## src/rtl/accel_job_sched.sv

```systemverilog
// Accelerator job scheduler: streams len words from memory to the
// accelerator and writes the accelerator's result stream back to memory.
module accel_job_sched #(
  parameter int ADDR_WIDTH      = 16,
  parameter int DATA_WIDTH      = 32,
  parameter int LEN_WIDTH       = 16,
  parameter int MAX_OUTSTANDING = 4
) (
  input  logic                  clk,
  input  logic                  rst,
  input  logic                  cfg_start,
  input  logic                  cfg_abort,
  input  logic [ADDR_WIDTH-1:0] cfg_src_addr,
  input  logic [ADDR_WIDTH-1:0] cfg_dst_addr,
  input  logic [LEN_WIDTH-1:0]  cfg_len,
  output logic                  sts_busy,
  output logic                  sts_done,
  output logic                  sts_err,
  output logic [LEN_WIDTH-1:0]  sts_wr_count,
  output logic                  rd_req_valid,
  input  logic                  rd_req_ready,
  output logic [ADDR_WIDTH-1:0] rd_req_addr,
  input  logic                  rd_rsp_valid,
  output logic                  rd_rsp_ready,
  input  logic [DATA_WIDTH-1:0] rd_rsp_data,
  output logic                  m_tvalid,
  input  logic                  m_tready,
  output logic [DATA_WIDTH-1:0] m_tdata,
  output logic                  m_tlast,
  input  logic                  s_tvalid,
  output logic                  s_tready,
  input  logic [DATA_WIDTH-1:0] s_tdata,
  input  logic                  s_tlast,
  output logic                  wr_valid,
  input  logic                  wr_ready,
  output logic [ADDR_WIDTH-1:0] wr_addr,
  output logic [DATA_WIDTH-1:0] wr_data
);

  typedef enum logic [1:0] {
    IDLE,
    RUN,
    ABORT
  } state_t;

  localparam logic [3:0] MAX_OUT = 4'(MAX_OUTSTANDING);
  localparam logic [ADDR_WIDTH-1:0] ADDR_ONE = 1;
  localparam logic [LEN_WIDTH-1:0] LEN_ONE = 1;

  state_t                state;
  logic [ADDR_WIDTH-1:0] rd_addr_q;
  logic [ADDR_WIDTH-1:0] wr_addr_q;
  logic [LEN_WIDTH-1:0]  len_q;
  logic [LEN_WIDTH-1:0]  issued_q;
  logic [LEN_WIDTH-1:0]  fwd_q;
  logic [3:0]            outstanding;
  logic                  tlast_q;

  logic run;
  logic abrt;
  logic req_hs;
  logic rsp_hs;
  logic fwd_hs;
  logic wr_hs;
  logic last_hs;
  logic fwd_done;
  logic tl_done;

  assign run  = (state == RUN);
  assign abrt = (state == ABORT);

  assign rd_req_valid = run && (issued_q < len_q) && (outstanding < MAX_OUT);
  assign rd_req_addr  = rd_addr_q;

  assign m_tvalid     = run && rd_rsp_valid;
  assign m_tdata      = run ? rd_rsp_data : '0;
  assign m_tlast      = m_tvalid && (fwd_q == len_q - LEN_ONE);
  assign rd_rsp_ready = (run && m_tready) || abrt;

  // Once the accelerator has signalled tlast, its stream is closed for the job.
  assign wr_valid = run && s_tvalid && !tlast_q;
  assign wr_data  = run ? s_tdata : '0;
  assign wr_addr  = wr_addr_q;
  assign s_tready = (run && wr_ready && !tlast_q) || abrt;

  assign req_hs  = rd_req_valid && rd_req_ready;
  assign rsp_hs  = rd_rsp_valid && rd_rsp_ready;
  assign fwd_hs  = run && rsp_hs;
  assign wr_hs   = wr_valid && wr_ready;
  assign last_hs = wr_hs && s_tlast;

  assign fwd_done = (fwd_q == len_q) || (fwd_hs && m_tlast);
  assign tl_done  = tlast_q || last_hs;

  always_ff @(posedge clk) begin
    if (rst) begin
      state        <= IDLE;
      rd_addr_q    <= '0;
      wr_addr_q    <= '0;
      len_q        <= '0;
      issued_q     <= '0;
      fwd_q        <= '0;
      outstanding  <= '0;
      tlast_q      <= 1'b0;
      sts_busy     <= 1'b0;
      sts_done     <= 1'b0;
      sts_err      <= 1'b0;
      sts_wr_count <= '0;
    end else begin
      if (req_hs && !rsp_hs) begin
        outstanding <= outstanding + 4'd1;
      end else if (!req_hs && rsp_hs && outstanding != 4'd0) begin
        outstanding <= outstanding - 4'd1;
      end
      if (req_hs) begin
        rd_addr_q <= rd_addr_q + ADDR_ONE;
        issued_q  <= issued_q + LEN_ONE;
      end
      if (fwd_hs) begin
        fwd_q <= fwd_q + LEN_ONE;
      end
      if (wr_hs) begin
        wr_addr_q <= wr_addr_q + ADDR_ONE;
        if (sts_wr_count != '1) begin
          sts_wr_count <= sts_wr_count + LEN_ONE;
        end
      end
      if (last_hs) begin
        tlast_q <= 1'b1;
      end
      unique case (state)
        IDLE: begin
          if (cfg_start && cfg_len != '0) begin
            state        <= RUN;
            rd_addr_q    <= cfg_src_addr;
            wr_addr_q    <= cfg_dst_addr;
            len_q        <= cfg_len;
            issued_q     <= '0;
            fwd_q        <= '0;
            tlast_q      <= 1'b0;
            sts_busy     <= 1'b1;
            sts_done     <= 1'b0;
            sts_err      <= 1'b0;
            sts_wr_count <= '0;
          end else if (cfg_start) begin
            sts_err  <= 1'b1;
            sts_done <= 1'b0;
          end
        end
        RUN: begin
          if (fwd_done && tl_done) begin
            state    <= IDLE;
            sts_busy <= 1'b0;
            sts_done <= 1'b1;
          end else if (cfg_abort) begin
            state <= ABORT;
          end
        end
        ABORT: begin
          if (outstanding == 4'd0) begin
            state    <= IDLE;
            sts_busy <= 1'b0;
            sts_err  <= 1'b1;
            sts_done <= 1'b0;
          end
        end
        default: state <= IDLE;
      endcase
    end
  end

  a_no_underflow: assert property (@(posedge clk) disable iff (rst)
    rsp_hs |-> outstanding != 4'd0);
  a_max_out: assert property (@(posedge clk) disable iff (rst)
    outstanding <= MAX_OUT);

endmodule
```

## config.mk

```make
export PLATFORM = sky130hd
export DESIGN_NAME = accel_job_sched
export DESIGN_NICKNAME = d
export VERILOG_FILES = /design/src/rtl/accel_job_sched.sv
export SDC_FILE = /design/constraint.sdc
export NUM_CORES = 1
export LEC_CHECK = 0
export CORE_UTILIZATION = 50
export CTS_BUF_LIST = sky130_fd_sc_hd__clkbuf_4 sky130_fd_sc_hd__clkbuf_8
export DETAILED_ROUTE_END_ITERATION = 12
export PLACE_DENSITY = 0.85
export SYNTH_ARGS = -nofsm -noshare
export SYNTH_HDL_FRONTEND = slang
export SYNTH_SLANG_ARGS = --single-unit
```

## constraint.sdc

```tcl
create_clock -name clk -period 5.73 [get_ports clk]
set_clock_uncertainty 0.05 [all_clocks]
set_input_delay 0.573 -clock clk [delete_from_list [all_inputs] [get_ports clk]]
set_output_delay 0.573 -clock clk [all_outputs]
set_load 0.01 [all_outputs]
```

==> results.md <==
Run status:
- The run finished with clean final reports.

STA:
- The worst-margin pin slew is 1.10 ns.
- The aggregate negative setup slack is 0 ns.
- The timing-limited maximum frequency is 243 MHz.
- The worst pin sits at a relative slew slack of 26.2%.
- Setup repair after global routing left no endpoint under its margin.
- The routed design could run at a clock period as short as 4.11 ns.
- In the finished design, the share of the clock period the worst path needs comes to 71.7%.
- The setup-violating endpoint count in the final report is 0.
- The number of slew-limit violations in the final report is 0.
- The final count of hold timing violations came to 0.

Clocking:
- In this run the number of H-tree levels came out at 3.
- The clock passes through at most 2 buffers.
- For this design, the CTS-stage hold fixing added 0 buffers.
- CTS saw 106 sinks.
- The CTS tree is done.
- After clock tree synthesis, the clock-pin slew on the worst setup and hold paths is 0.10 ns.
- The insertion delay of the later-clocked pin in the worst-skew pair is 0.40 ns.
- The CTS buffer count is 9.
- The clock root buffer master is sky130_fd_sc_hd__clkbuf_8.
- After clock tree synthesis, the repair step resized 0 gates.
- The number of post-CTS setup repair buffers is 0.

Yosys:
- The synthesized area is 6670 um^2.
- The register area share after synthesis is 31.8%.
- The number of nets handed over by synthesis was 992.
- sky130_fd_sc_hd__dfxtp_1 takes more of the synthesized area than any other cell.
- The commonest cells after synthesis are sky130_fd_sc_hd__dfxtp_1 (106), sky130_fd_sc_hd__nor2_1 (92), sky130_fd_sc_hd__nand2_1 (73).
- The synthesized netlist contains 71 unique library cells.
- Yosys printed 0 warnings.
- The dominant synthesized flop cell is sky130_fd_sc_hd__dfxtp_1.
- The synthesized design contains 0 enable-type register cells.
- The instance count of the mapped netlist is 842.
- Counting flops with an async set or reset pin after synthesis yields a share of 0%.
- The count of state elements after synthesis is 106.
- The most common cell in the synthesized netlist is sky130_fd_sc_hd__dfxtp_1.
- The share of Yosys cell area claimed by the top area cell type is 31.8%.
- Ranked by total cell area, the synthesized netlist is headed by sky130_fd_sc_hd__dfxtp_1 (32%), sky130_fd_sc_hd__and2_1 (6.7%), sky130_fd_sc_hd__xor2_1 (5.4%).
- The mean instance size in the synthesized netlist is 7.92 um^2.

Power and ir drop:
- The analysis attributes to cell leakage a power of 3.42 nW.
- IR analysis of the VDD net gives a maximum drop of 0.217 mV.
- The power density over the cells is 303 nW/um^2.

Global routing:
- After global routing the overflow that remains totals 0.
- The via count of the first global-routing pass was 6454.
- The initial antenna violation count is 0.
- The largest net degree at the start of global routing is 71.
- The first global-routing pass estimated 31700 um of wire.
- In the global route stage, overall resource usage came out at 28.4%.

Die:
- The floorplan die width is 117 um.
- The core area is 12800 um^2.
- Pin placement for this block handled 243 I/O pins.
- In this run the vertical extent of the chip is 117 um.
- The effective utilization at floorplan is 52.0%.
- The initialized floorplan defines 41 standard-cell rows.
- The floorplan step defined a die boundary enclosing 13800 um^2.

Placement:
- Routability-driven placement finished with a final weighted congestion of 0.887.
- The count of port buffers added during placement is 242.
- After legalization and detailed placement, the total HPWL measured 15100 um.

Setup path:
- STA puts the critical path data arrival time at 3.48 ns.
- The worst setup path is launched from a flip-flop.
- The largest single stage delay on the critical path is 0.63 ns.
- The kind of capture point of the worst setup path is a primary output.
- Walking the worst path, the cells encountered are inv_1 > ha_1 > nor4b_1 > a22oi_1 > a211oi_1 > o2111ai_1 > a2111oi_0 > clkdlybuf4s50_1.
- For the worst setup path, the data required time is 5.11 ns.
- The critical path is of the flip-flop to primary output type.
- The largest individual stage delay along the critical path comes from the cell sky130_fd_sc_hd__clkdlybuf4s50_1.
- The peak fanout along the critical path is 7.

Final layout:
- Relative to the synthesized area, the layout overhead comes to 40.2%.
- The antenna diode instance count is 0.
- Cells with a size suffix above 1 make up 3.78% of the layout.
- The net count of the finished layout is 1204.
- Measured on the finished design, the core utilization comes to 72.9%.

Drt:
- The iteration-0 DRC count of the detailed router is 359.
- The routed layout has 6872 vias.
- For this run, design rule violations remaining after detail routing come to 0.
- In this run the remaining antenna-violating nets after routing total 0.
- The average wire per standard cell is 15.9 um.
- In the routed layout, each cell is associated on average with a via count of 5.58.
- The first detailed-routing pass ran for 4 iterations.
- The final layout contains routed wiring with a total length of 19600 um.

Run:
- The max-cap check violation count is 0.

Worst hold path:
- The class of the tightest hold or removal check is flip-flop to flip-flop.
path summary, 6_finish.rpt:
check	start	endpoint	slack, ns	cells after the start
max	len_q[0]	m_tlast	1.62	8
min	sts_done	sts_done	0.45	2
max reg2reg	state[0]	outstanding[3]	1.69	15
min reg2reg	sts_done	sts_done	0.45	2
sequential cells by signal, indices dropped and copies added, names as in the netlist, 2 cells and up:
signal	count
wr_addr	16
len_q	16
rd_req_addr	16
fwd_q	16
state	2
outstanding	4
issued_q	16
sts_wr_count	16
cells in the final DEF (no fill, tap or decap), types with 27 or more instances in the layout:
cell,instances
sky130_fd_sc_hd__clkdlybuf4s50_1,241
sky130_fd_sc_hd__dfxtp_1,106
sky130_fd_sc_hd__nor2_1,92
sky130_fd_sc_hd__nand2_1,73
sky130_fd_sc_hd__and2_1,71
sky130_fd_sc_hd__inv_1,42
sky130_fd_sc_hd__xor2_1,41
sky130_fd_sc_hd__a21oi_1,35
sky130_fd_sc_hd__o21ai_0,27
sky130_fd_sc_hd__ha_1,27
area by class of cell:
type                            instances  area [um^2]
Sequential cell                       106         2120
Fill cell                            1063         3470
Tap cell                              172          215
Clock buffer                            9          124
Timing Repair Buffer                  247         2450
Clock inverter                          7         76.3
Multi-Input combinational cell        648         4200
Inverter                               42          158
power by group:
| part | leakage (nW) | internal, mW | switching, mW | total (mW) |
|---|---|---|---|---|
| logic | 2.45 | 0.699 | 0.697 | 1.40 |
| clock network | 0.102 | 0.206 | 0.281 | 0.487 |
| registers | 0.865 | 0.832 | 0.122 | 0.954 |
worst max-delay path, delay by kind of cell (launching register included):
family | cells | cell delay (ns)
compound gates | 4 | 1.20
buf+inv | 2 | 0.72
simple gates | 1 | 0.55
flops | 1 | 0.39
fa+ha+maj | 1 | 0.21
stage by stage:
step	hold WS [ns]	total power, mW	cells	setup WS [ns]	area (um^2)
after floorplan	0.399	1.75	842	2.29	6670
after global placement	0.417	2.34	1215	1.83	9150
after detailed placement	0.434	2.36	1215	1.70	9150
after CTS	0.452	2.84	1231	1.60	9350
after global routing	0.469	3.02	1231	1.32	9350
final	0.445	2.84	1231	1.62	9350
logic make-up (layout without fill, tap and decap cells):
family                     count (synthesis)  after routing  synth area share [%]
AOI/OAI and AO/OA                        161            161                  17.1
DFF                                      106            106                  31.8
adders and majority gates                 28             28                  5.37
muxes                                      9              9                  1.37
xor gates and xnor gates                  66             66                  8.67
and+or+nand+nor                          384            384                  30.4
buffers and inverters                     88            305                  5.25
layer usage:
| metal | vias to the layer above | track usage [%] | routed length (um) |
|---|---|---|---|
| li1 | 3412 | - | - |
| met1 | 3170 | 31.6 | 7950 |
| met2 | 258 | 51.6 | 9660 |
| met3 | 32 | 7.17 | 1460 |
| met4 | 0 | 11.4 | 556 |
| met5 | - | 0 | 0 |
Note: power is estimated with default switching activity, not from simulation.
